**src/rtl/systolic_conv_ctrl_if.sv**
```systemverilog
// Byte stream from the convolution sequencer to the UART transmitter.
// A byte moves on any rising edge where tx_valid and tx_ready are both high.
interface systolic_conv_ctrl_if;
    logic [7:0] tx_data;
    logic       tx_valid;
    logic       tx_ready;

    modport master (
        output tx_data,
        output tx_valid,
        input  tx_ready
    );

    modport slave (
        input  tx_data,
        input  tx_valid,
        output tx_ready
    );
endinterface

```
**src/rtl/systolic_conv_ctrl.sv**
```systemverilog
// Sequencer for the 2x2 weight-stationary systolic convolution: clear, load, step the MAC
// array, then stream a framed byte sequence (header + hi/lo per psum) over valid/ready.
module systolic_conv_ctrl #(
    parameter int         DATA_WIDTH   = 8,
    parameter int         OUTPUT_WIDTH = 16,
    parameter int         N_OUT        = 4,
    parameter int         K_STEPS      = 4,
    parameter int         PIPE_LAT     = 2,
    parameter logic [7:0] HEADER       = 8'hA5
) (
    input  logic                    clk,
    input  logic                    rst,
    input  logic                    start,
    output logic                    busy,
    output logic                    done,
    output logic                    pe_clr,
    output logic                    pe_load_w,
    output logic                    pe_en,
    output logic [1:0]              k_idx,
    output logic [1:0]              psum_sel,
    input  logic [OUTPUT_WIDTH-1:0] psum_in,
    systolic_conv_ctrl_if.master    tx,
    output logic [3:0]              dbg_state
);

    if (OUTPUT_WIDTH != 16 || DATA_WIDTH > OUTPUT_WIDTH) begin : g_bad_width
        $error("systolic_conv_ctrl: OUTPUT_WIDTH must be 16 and hold a DATA_WIDTH product");
    end

    typedef enum logic [3:0] {
        S_IDLE    = 4'd0,
        S_CLEAR   = 4'd1,
        S_LOADW   = 4'd2,
        S_COMPUTE = 4'd3,
        S_DRAIN   = 4'd4,
        S_HDR     = 4'd5,
        S_FETCH   = 4'd6,
        S_TX_HI   = 4'd7,
        S_TX_LO   = 4'd8,
        S_FIN     = 4'd9
    } state_t;

    localparam logic [1:0] K_LAST = 2'(K_STEPS - 1);
    localparam logic [1:0] J_LAST = 2'(N_OUT - 1);
    localparam logic [3:0] D_LAST = 4'(PIPE_LAT - 1);

    state_t      r_state;
    logic        r_busy;
    logic        r_done;
    logic        r_pe_clr;
    logic        r_pe_load_w;
    logic        r_pe_en;
    logic [1:0]  r_k_idx;
    logic [1:0]  r_psum_sel;
    logic [1:0]  r_j;
    logic [3:0]  r_drain;
    logic [15:0] r_word;
    logic        r_tx_valid;
    logic [7:0]  w_tx_data;
    logic        w_hs;

    assign w_hs = r_tx_valid && tx.tx_ready;

    always_ff @(posedge clk) begin
        if (rst) begin
            r_state     <= S_IDLE;
            r_busy      <= 1'b0;
            r_done      <= 1'b0;
            r_pe_clr    <= 1'b0;
            r_pe_load_w <= 1'b0;
            r_pe_en     <= 1'b0;
            r_k_idx     <= 2'd0;
            r_psum_sel  <= 2'd0;
            r_j         <= 2'd0;
            r_drain     <= 4'd0;
            r_word      <= 16'd0;
            r_tx_valid  <= 1'b0;
        end else begin
            case (r_state)
                S_IDLE: begin
                    if (start) begin
                        r_state  <= S_CLEAR;
                        r_busy   <= 1'b1;
                        r_pe_clr <= 1'b1;
                    end
                end
                S_CLEAR: begin
                    r_state     <= S_LOADW;
                    r_pe_clr    <= 1'b0;
                    r_pe_load_w <= 1'b1;
                end
                S_LOADW: begin
                    r_state     <= S_COMPUTE;
                    r_pe_load_w <= 1'b0;
                    r_pe_en     <= 1'b1;
                    r_k_idx     <= 2'd0;
                end
                S_COMPUTE: begin
                    if (r_k_idx == K_LAST) begin
                        r_state <= S_DRAIN;
                        r_pe_en <= 1'b0;
                        r_k_idx <= 2'd0;
                        r_drain <= 4'd0;
                    end else begin
                        r_k_idx <= r_k_idx + 2'd1;
                    end
                end
                S_DRAIN: begin
                    // valid is raised on the way out so the header is offered on entry to HDR
                    if (r_drain == D_LAST) begin
                        r_state    <= S_HDR;
                        r_tx_valid <= 1'b1;
                        r_j        <= 2'd0;
                    end else begin
                        r_drain <= r_drain + 4'd1;
                    end
                end
                S_HDR: begin
                    if (w_hs) begin
                        r_state    <= S_FETCH;
                        r_tx_valid <= 1'b0;
                        r_psum_sel <= r_j;
                    end
                end
                S_FETCH: begin
                    r_state    <= S_TX_HI;
                    r_word     <= psum_in;
                    r_tx_valid <= 1'b1;
                end
                S_TX_HI: begin
                    if (w_hs) begin
                        r_state <= S_TX_LO;
                    end
                end
                S_TX_LO: begin
                    if (w_hs) begin
                        r_tx_valid <= 1'b0;
                        if (r_j == J_LAST) begin
                            r_state <= S_FIN;
                            r_done  <= 1'b1;
                        end else begin
                            r_state    <= S_FETCH;
                            r_j        <= r_j + 2'd1;
                            r_psum_sel <= r_j + 2'd1;
                        end
                    end
                end
                S_FIN: begin
                    r_state <= S_IDLE;
                    r_done  <= 1'b0;
                    r_busy  <= 1'b0;
                end
                default: begin
                    r_state <= S_IDLE;
                end
            endcase
        end
    end

    // The byte on the bus is a pure decode of registered state, so it cannot move while stalled.
    always_comb begin
        w_tx_data = 8'd0;
        case (r_state)
            S_HDR:   w_tx_data = HEADER;
            S_TX_HI: w_tx_data = r_word[15:8];
            S_TX_LO: w_tx_data = r_word[7:0];
            default: w_tx_data = 8'd0;
        endcase
    end

    assign tx.tx_data  = w_tx_data;
    assign tx.tx_valid = r_tx_valid;
    assign busy        = r_busy;
    assign done        = r_done;
    assign pe_clr      = r_pe_clr;
    assign pe_load_w   = r_pe_load_w;
    assign pe_en       = r_pe_en;
    assign k_idx       = r_k_idx;
    assign psum_sel    = r_psum_sel;
    assign dbg_state   = r_state;

endmodule

```
**src/flat_wrapper.sv**
```systemverilog
// flat-port wrapper written by rule: the top's interface ports become plain ports
module systolic_conv_ctrl_flat 
#(
    parameter int         DATA_WIDTH   = 8,
    parameter int         OUTPUT_WIDTH = 16,
    parameter int         N_OUT        = 4,
    parameter int         K_STEPS      = 4,
    parameter int         PIPE_LAT     = 2,
    parameter logic [7:0] HEADER       = 8'hA5
)
  (clk, rst, start, busy, done, pe_clr, pe_load_w, pe_en, k_idx, psum_sel, psum_in, dbg_state, tx_tx_data, tx_tx_valid, tx_tx_ready);
  systolic_conv_ctrl_if tx_i ();
  input  logic clk;
  input  logic rst;
  input  logic start;
  output logic busy;
  output logic done;
  output logic pe_clr;
  output logic pe_load_w;
  output logic pe_en;
  output logic [1:0] k_idx;
  output logic [1:0] psum_sel;
  input  logic [OUTPUT_WIDTH-1:0] psum_in;
  output logic [3:0] dbg_state;
  output wire logic [$bits(tx_i.tx_data)-1:0] tx_tx_data;
  output wire logic [$bits(tx_i.tx_valid)-1:0] tx_tx_valid;
  input wire logic [$bits(tx_i.tx_ready)-1:0] tx_tx_ready;
  assign tx_tx_data = tx_i.tx_data;
  assign tx_tx_valid = tx_i.tx_valid;
  assign tx_i.tx_ready = tx_tx_ready;
  systolic_conv_ctrl #(.DATA_WIDTH(DATA_WIDTH), .OUTPUT_WIDTH(OUTPUT_WIDTH), .N_OUT(N_OUT), .K_STEPS(K_STEPS), .PIPE_LAT(PIPE_LAT), .HEADER(HEADER)) u_core (.clk(clk), .rst(rst), .start(start), .busy(busy), .done(done), .pe_clr(pe_clr), .pe_load_w(pe_load_w), .pe_en(pe_en), .k_idx(k_idx), .psum_sel(psum_sel), .psum_in(psum_in), .tx(tx_i), .dbg_state(dbg_state));
endmodule
```
**config.mk**
```make
export PLATFORM = sky130hd
export DESIGN_NAME = systolic_conv_ctrl_flat
export DESIGN_NICKNAME = d
export VERILOG_FILES = /design/src/rtl/systolic_conv_ctrl_if.sv /design/src/rtl/systolic_conv_ctrl.sv /design/src/flat_wrapper.sv
export SDC_FILE = /design/constraint.sdc
export NUM_CORES = 1
export LEC_CHECK = 0
export ABC_AREA = 1
export CAP_MARGIN = 20
export CORE_UTILIZATION = 40
export CTS_CLUSTER_SIZE = 28
export DETAILED_ROUTE_END_ITERATION = 10
export DONT_BUFFER_PORTS = 1
export GPL_TIMING_DRIVEN = 0
export PLACE_DENSITY_LB_ADDON = 0.1
export SYNTH_ARGS = -nofsm -noshare
export SYNTH_HDL_FRONTEND = slang
export SYNTH_SLANG_ARGS = --single-unit
```
**constraint.sdc**
```tcl
create_clock -name clk -period 2.03 [get_ports clk]
set_clock_uncertainty 0.15 [all_clocks]
set_input_delay 0.1015 -clock clk [delete_from_list [all_inputs] [get_ports clk]]
set_output_delay 0.1015 -clock clk [all_outputs]
set_load 0.02 [all_outputs]
```
### Yosys cells after proc, flatten, opt, wreduce, memory -nomap -nowiden

Cells that the tools add are included.

* reductions and logical operators: 21
* multiplexer cells: 32
* add/subtract/negate cells: 3
* eq/ne operators: 22

Operators by type and width (number)
* $mux 4: 9
* $pmux 4 s9: 1
* $pmux 8 s3: 1
* $eq 4x3->1 const B: 4
* $reduce_bool 2->1: 8
* $ne 2x1->1 const B: 7
* $pmux 2 s2: 3
* $mux 2: 5
* $pmux 1 s2: 5
* $reduce_and 3->1: 3
* $eq 4x1->1 const B: 2
* $eq 4x2->1 const B: 2
* $eq 4x4->1 const B: 2
* $pmux 4 s2: 1
* $reduce_and 4->1: 2
* $mux 1: 6
* $ne 2x2->1 const B: 3
* $reduce_and 2->1: 3
* $reduce_and 6->1: 1
* $add 2x1->2 const B: 2
* $add 4x1->4 const B: 1
* $eq 2x2->1 const B: 2
* $logic_not 4->1: 1
* $pmux 1 s3: 1
* 3 further kinds: 3

* flip-flop bits (word level): 36
* bits of input ports: 20

### Logic depth before layout (Yosys ltp)

Gate-level depths: netlist of the first run.

* depth after elaboration: 4
* gate-level depth with buffers: 10
* gate-level depth less buffers: 10

### Least setup slack after synthesis of the first run

No wires, ideal clock.

* path type: reg2reg
* from: register u_core.r_state[3] (netlist: u_core.dbg_state[3])
* to: register u_core.r_psum_sel[0] (netlist: u_core.psum_sel[0])
* setup time: 64 ps
* period minus slack after synthesis: 1728 ps
* path slack: 302 ps
* stages on the path, launching flop included: 10
* buffers on the path: 1
* arrival: 1514 ps
* path through: dfxtp_1 -> inv_1 -> nor2_2 -> nand2_1 -> inv_2 -> buf_2 -> ha_1 -> nand2_1 -> nand2_1 -> nor2_1

* word-level cells in the longest chain between the ends: 3
* elaborated cells between the ends (all ways): 8
* those cells by class: eq/ne: 5; mux: 1; reduce/logical: 2

Ends and longest elaborated chain
* from (decl): RTL line systolic_conv_ctrl.sv:47 `state_t r_state;`
* from (signal assigned): RTL line systolic_conv_ctrl.sv:66 `r_state <= S_IDLE;`
* from (signal assigned): RTL line systolic_conv_ctrl.sv:82 `r_state <= S_CLEAR;`
* from (signal assigned): RTL line systolic_conv_ctrl.sv:88 `r_state <= S_LOADW;`
* $eq 4x4->1 or $eq 4x3->1 (tied branches): RTL line systolic_conv_ctrl.sv:79 `case (r_state)`
* $ne 2x2->1 (no source line) (tied with other cells)
* $reduce_and 4->1 (no source line)
* to (signal assigned): RTL line systolic_conv_ctrl.sv:122 `r_psum_sel <= r_j;`
* to (signal assigned): RTL line systolic_conv_ctrl.sv:144 `r_psum_sel <= r_j + 2'd1;`
* to (decl): RTL line systolic_conv_ctrl.sv:54 `logic [1:0] r_psum_sel;`

Several ways; a longest one is shown, not always the timed one.
A chain may end at the register's enable or synchronous reset.

### Worst setup path in the final report of the first run

* from: register u_core.r_state[3] (netlist: u_core.dbg_state[3])
* to: output tx_tx_data[3]

* word-level cells in the longest chain between the ends: 2
* elaborated cells between the ends (all ways): 4
* those cells by class: eq/ne: 3; mux: 1

Ends and longest elaborated chain
* $eq 4x4->1 or $eq 4x3->1 (tied branches): RTL line systolic_conv_ctrl.sv:163 `case (r_state)`
* $pmux 8 s3 *: RTL line systolic_conv_ctrl.sv:163
* to (decl): RTL line flat_wrapper.sv:25 `output wire logic [$bits(tx_i.tx_data)-1:0] tx_tx_data;`

Every way passes the cells marked *; elsewhere a longest branch is shown, timed or not.

==> results_dict.tcl, run 1 <==
set metrics [dict create \
    status "completed" \
    seq_area_sq_um 726 \
    synth_area_sq_um 1810 \
    r2r_slack_ps 260 \
    dp_worst_setup_slack_ps 55.7 \
    synthesis.nets 284 \
    syn_to_final_growth_pct 20.6 \
    maxCapViolCount 0 \
    ys_warn_count 0 \
    irDropWorstVdd_uv 387 \
    syn_inst 259 \
    rsz0062_at_grt "no" \
    antenna_cells 0 \
    min_period_over_period 0.941 \
    synth_top_area_frac 0.398 \
    cp.arrival_ps 1660 \
    p_per_area_nw_per_um2 1020 \
    via_per_inst 4.96 \
    crit_cells 4 \
    p_switching_mw 0.854 \
    clock_latency_ps 290 \
    drc 0 \
    port_buffers 0 \
    yosys-top-cells-area "dfxtp_1, nor2_1, nand2_1, o21ai_0, inv_1" \
    totalWireLength_um 4390 \
    gp_congestion 0.872 \
    leakage_nw 0.953 \
    ys_types 27 \
    hold-worst-slack_ps 36.3 \
    synth-simple-area-share 0.322 \
    end_kind "output pin" \
    cts_tree "built" \
    root_buffer "clkbuf_8" \
    vias 1672 \
    max_stage_delay_ps 390 \
    synth_top_family_by_area "simple AND/OR/NAND/NOR gates" \
    drive_above_1_share 0.130 \
    path_class "flop to output pin" \
    grt_pass1_vias 1617 \
    fp.coreArea_sq_um 4350 \
    initial_utilization 0.416 \
    worstPathMaxFanout 6 \
    grt_overflow 0 \
    critPathTopFamily "simple AND/OR/NAND/NOR gates" \
    drtIter0Drc 129 \
    clockBufferDepth 2 \
    final_nets 309 \
    max_slew_margin 0.625 \
    cts_made_buffers 5 \
    grt_max_degree 13 \
    hold_class "input pin to flop" \
    yosysSeqAreaShare 0.398 \
    die_w_um 69.3 \
    multi_input_area_sq_um 968 \
    grt_first_pass_wirelength_um 7470 \
    p_comb_frac 0.277 \
    clk_pin_slew_worst_paths_ps 80 \
    synth-seq-cells 36 \
    dp_hpwl_um 3140 \
    wire_per_inst_um 13.0 \
    dr.pass1.iters 4 \
    crit_path_start_kind "flop" \
    p_int_mw 1.37 \
    nFillCells 450 \
    tightest_slew_ps 563 \
    reg2reg_from "u_core.dbg_state[3]" \
    synthMuxAreaShare 0 \
    drv_slew 0 \
    endpoint "tx_tx_data[3]" \
    synth_ff_type "dfxtp_1" \
    grt_usage 0.199 \
    synth-compound-area-share 0.170 \
    seqPwrFrac 0.439 \
    switching_share 0.383 \
    synth_edf_count 0 \
    postSynthAreaPerCell_sq_um 7.00 \
    fin_ws_ps 119 \
    die_h_um 69.3 \
    synthArstFlopShare 0 \
    ios 42 \
    ys_top_cells_by_count "nor2_1, nand2_1, dfxtp_1, o21ai_0, inv_1" \
    dieArea_sq_um 4800 \
    path_cells "inv_1, nand2_2, nor2_1, a22o_1" \
    crit_path_start "u_core.dbg_state[3]" \
    cp_num_buf_inv 1 \
    synthAdderAreaFrac 0.0345 \
    period_needed_ps 1910 \
    pwr-share-clk 0.283 \
    htree_levels 2 \
    hold_violations 0 \
    yosys.area_share.xor_xnor 0.00483 \
    clock_sinks 36 \
    r2r_end "u_core.psum_sel[1]" \
    yosysMostFrequentCell "nor2_1" \
    reg2reg_depth 9 \
    ant_nets 0 \
    fin_tns_setup_ps 0 \
    cpMaxStageDelayCell "dfxtp_2" \
    antenna_found_initial 0 \
    final-setup-viol-count 0 \
    yosysTopAreaCell "dfxtp_1" \
    fmax_mhz 523 \
    num_rows 24 \
    cp.required_ps 1780 \
]
-- flip-flops by register name, summed over array words and instances (netlist names), 2 cells and up --
signal and flops:
u_core.dbg_state 4, u_core.k_idx 2, u_core.psum_sel 2, u_core.r_drain 4, u_core.r_j 2, u_core.r_word 16
-- routing by layer --
layer | routed length, um | track usage
met2 | 2060 | 0.311
met1 | 2000 | 0.250
met3 | 260 | 0.0654
met4 | 71 | 0.0862
met5 | 0 | 0
-- cell type report --
cell class	count	area share
multi-input combinational	192	0.443
sequential	36	0.332
timing repair buffer	19	0.0871
inverter	25	0.0441
clock buffer	5	0.0315
tap	52	0.0298
clock inverter	3	0.0195
buffer	5	0.0126
-- tightest hold or removal path: cells and delay by family --
| kind | cells | cell delay, ps |
|---|---|---|
| AOI/OAI and AO/OA | 1 | 70 |
| and+or+nand+nor | 3 | 280 |
-- timing repair --
action / CTS / global route
setup endpoints to repair: 8 / 8
hold endpoints to repair: 23 / 0
hold buffers: 19 / 0
resized for setup: 4 / 2
setup buffers: 0 / 0
-- per-stage QoR --
step                total power, mW  std cells  utilization  instance area [sq um]
floorplan                      1.42        259            -                   1810
global placement               1.56        311        0.431                   1880
detailed placement             1.56        311        0.431                   1880
CTS                            2.25        338        0.502                   2190
global route                   2.38        337        0.502                   2180
finish                         2.23        337        0.502                   2180
-- placed cells by master (no fill, tap or decap), drive strengths merged --
cell type,n
nand3,8
o31ai,1
nand3b,1
ha,5
buf,3
a22o,4
clkinvlp,1
nor2,62
bufinv,1
dfxtp,36
a21oi,18
clkbuf,7
o21ai,28
a31o,1
xnor2,1
clkinv,1
dlygate4sd3,19
nand2,61
inv,25
nand4,2
-- cells by family after synthesis --
family | Yosys count
xor+xnor | 1
flops | 36
simple gates | 134
fa+ha+maj | 5
buf+inv | 31
compound gates | 52
-- how the worst min path moves through the flow --
stage	start	endpoint	slack [ps]	cells after the start
finish	tx_tx_ready	u_core.psum_sel[0]	40	4
global route	tx_tx_ready	u_core.psum_sel[1]	90	4
CTS	tx_tx_ready	u_core.psum_sel[0]	30	4
detailed placement	psum_in[12]	u_core.r_word[12]	90	2
global placement	psum_in[12]	u_core.r_word[12]	90	2
floorplan	psum_in[10]	u_core.r_word[10]	90	2
-- power groups by stage --
stage | clock, mW | combinational (mW) | sequential, mW
finish | 0.632 | 0.618 | 0.980
global route | 0.673 | 0.712 | 0.995
CTS | 0.652 | 0.619 | 0.976
detailed placement | 0 | 0.580 | 0.982
global placement | 0 | 0.581 | 0.982
floorplan | 0 | 0.470 | 0.954
No activity file was read; power rests on OpenSTA's default activity.
==> run 2: changes to the inputs <==
ABC_AREA = not set   (was 1)
==> results_dict.tcl, run 2 <==
set metrics [dict create \
    port_buffers 0 \
    clk_pin_slew_worst_paths_ps 80 \
    drc 0 \
    hold-worst-slack_ps 20.5 \
    tightest_slew_ps 619 \
    die_w_um 69.8 \
    whs_path_depth 3 \
    layout_common_cells "nand2_1, a21oi_1, dfxtp_1" \
    grt_overflow 0 \
    dr.pass1.iters 4 \
    final_common_cell "nand2_1" \
    end_kind "flop" \
    yosysMostFrequentCell "nand2_1" \
    r2r_slack_ps -130 \
    via_per_inst 5.73 \
    ant_nets 0 \
    synthArstFlopShare 0 \
    synth_top_area_frac 0.392 \
    cts_tree "built" \
    pwr-share-clk 0.253 \
    p_int_mw 1.55 \
    r2r_end "u_core.dbg_state[0]" \
    cts_made_buffers 5 \
    clockBufferDepth 2 \
    irDropWorstVdd_uv 483 \
    yosysTopAreaCell "dfxtp_1" \
    cp.arrival_ps 2200 \
    holdCritStartpoint "tx_tx_ready" \
    p_per_area_nw_per_um2 1020 \
    totalWireLength_um 5240 \
    vias 1827 \
    wire_per_inst_um 16.4 \
    hold_end "u_core.dbg_state[3]" \
    worstPathMaxFanout 3 \
    initial_utilization 0.419 \
    grt_first_pass_wirelength_um 8270 \
    ys_top_cells_by_count "nand2_1, dfxtp_1, a21oi_1, nor2_1" \
    die_h_um 69.8 \
    htree_levels 2 \
    drv_slew 0 \
    num_rows 24 \
    switching_share 0.369 \
    grt_max_degree 12 \
    path_class "flop to flop" \
    ys_warn_count 0 \
    synth_area_sq_um 1840 \
    violations "setup timing" \
    dieArea_sq_um 4870 \
    ios 42 \
    dp_hpwl_um 3310 \
    postSynthAreaPerCell_sq_um 7.89 \
    fin_ws_ps -128 \
    wl_met3_um 436 \
    hold_violations 0 \
    wl_met1_um 2350 \
    fmax_mhz 463 \
    yosysSeqAreaShare 0.392 \
    period_needed_ps 2160 \
    power_mw 2.46 \
    syn_inst 233 \
    fp.coreArea_sq_um 4380 \
    route.met2.wl_um 2320 \
    clock_latency_ps 300 \
    root_buffer "clkbuf_8" \
    drtIter0Drc 187 \
    crit_path_start "u_core.r_drain[1]" \
    clock_sinks 36 \
    crit_path_start_kind "flop" \
    synthesis.nets 258 \
    antenna_cells 0 \
    grt_pass1_vias 1712 \
    fin_tns_setup_ps -299 \
    ys_types 46 \
    gp_congestion 0.919 \
    status "complete, but fails checks" \
    final-setup-viol-count 3 \
    syn_to_final_growth_pct 31.3 \
    routed.top_layer "met4" \
    hold_class "input pin to flop" \
    maxCapViolCount 0 \
    grt_usage 0.217 \
    leakage_nw 0.843 \
    rsz0062_at_grt "yes" \
    p_comb_frac 0.354 \
    synth_edf_count 0 \
    drive_above_1_share 0.221 \
    top_register "u_core.r_word" \
    yosys-top-cells-area "dfxtp_1, nand2_1, a21oi_1, nor2_1, ha_1" \
    cp.required_ps 2070 \
    synth-seq-cells 36 \
    max_slew_margin 0.587 \
    reg2reg_from "u_core.r_drain[1]" \
    min_period_over_period 1.06 \
    p_switching_mw 0.909 \
    dp_worst_setup_slack_ps -380 \
    antenna_found_initial 0 \
    final_nets 291 \
    seqPwrFrac 0.393 \
    reg2reg_depth 6 \
    largest_register_ffs 16 \
    synth_ff_type "dfxtp_1" \
]
==> run 2: cell count changes in the layout (fill, tap and decap cells not counted), moves of 4 or more <==
| cell | delta |
|---|---|
| dfxtp_1 | -4 |
| o21ai_0 | -22 |
| a21oi_1 | +16 |
| inv_1 | -16 |
| buf_4 | +8 |
| a211oi_1 | +4 |
| nand2b_1 | +4 |
| nand2_1 | -10 |
| nor2_1 | -40 |
| clkbuf_1 | +7 |
| nand2_2 | -4 |
==> run 2: worst max path at each step <==
stage	to	slack, ps	cells after the start
3_3_place_gp	u_core.r_word[5]	-350	5
2_1_floorplan	u_core.dbg_state[0]	-90	6
6_report	u_core.dbg_state[0]	-130	6
5_1_grt	u_core.dbg_state[0]	-150	6
3_5_place_dp	u_core.r_word[13]	-380	5
4_1_cts	u_core.dbg_state[0]	-130	6
==> run 2: per-layer routing <==
| metal | vias up | global-route usage |
|---|---|---|
| li1 | 894 | - |
| met1 | 847 | 0.284 |
| met2 | 73 | 0.324 |
| met3 | 13 | 0.0741 |
| met4 | 0 | 0.0911 |
| met5 | - | 0 |
==> run 2: worst max-delay path, stage by stage (launching register included) <==
cell and delay [ps]:
dfxtp_2 330, inv_2 70, ha_4 130, or3b_4 370, and3_4 190, or4_4 500, mux2_4 310
==> run 2: kinds of logic (layout without fill, tap and decap cells) <==
family                   Yosys count  count (layout)  share of synthesized area
AND/OR/NAND/NOR                  101             101                      0.283
AO/OA/AOI/OAI                     63              63                      0.214
flip-flops                        36              36                      0.392
buffers and inverters             24              58                     0.0524
adder cells (fa/ha/maj)            5               5                     0.0340
multiplexers                       4               4                     0.0245
==> run 2: power groups by stage <==
stage                     registers [mW]  logic [mW]  clock network, mW
after global routing               0.980       0.944              0.666
after CTS                          0.958       0.747              0.630
final                              0.969       0.872              0.623
after floorplan                    0.930       0.490                  0
after detailed placement           0.964       0.604                  0
after global placement             0.967       0.612                  0
==> run 2: through the flow <==
stage | area (sq um) | util | cells
6_report | 2410 | 0.551 | 319
5_1_grt | 2410 | 0.551 | 319
4_1_cts | 2330 | 0.532 | 317
3_5_place_dp | 1910 | 0.435 | 285
3_3_place_gp | 1910 | 0.435 | 285
2_1_floorplan | 1840 | - | 233
==> run 2: layout make-up <==
cell class | count | area, sq um
sequential | 36 | 738
buffer | 14 | 73.8
clock inverter | 2 | 35.0
clock buffer | 6 | 72.6
multi-input combinational | 173 | 1140
timing repair buffer | 27 | 249
tap | 52 | 65.1
fill | 422 | 1970
inverter | 9 | 36.3
==> run 2: repair_timing <==
action / in CTS / in global routing
gates resized for setup: 30 / 22
pin swaps: 2 / 5
hold buffers: 18 / 0
setup buffers: 6 / 3
hold endpoints to repair: 20 / 0
setup endpoints to repair: 33 / 26
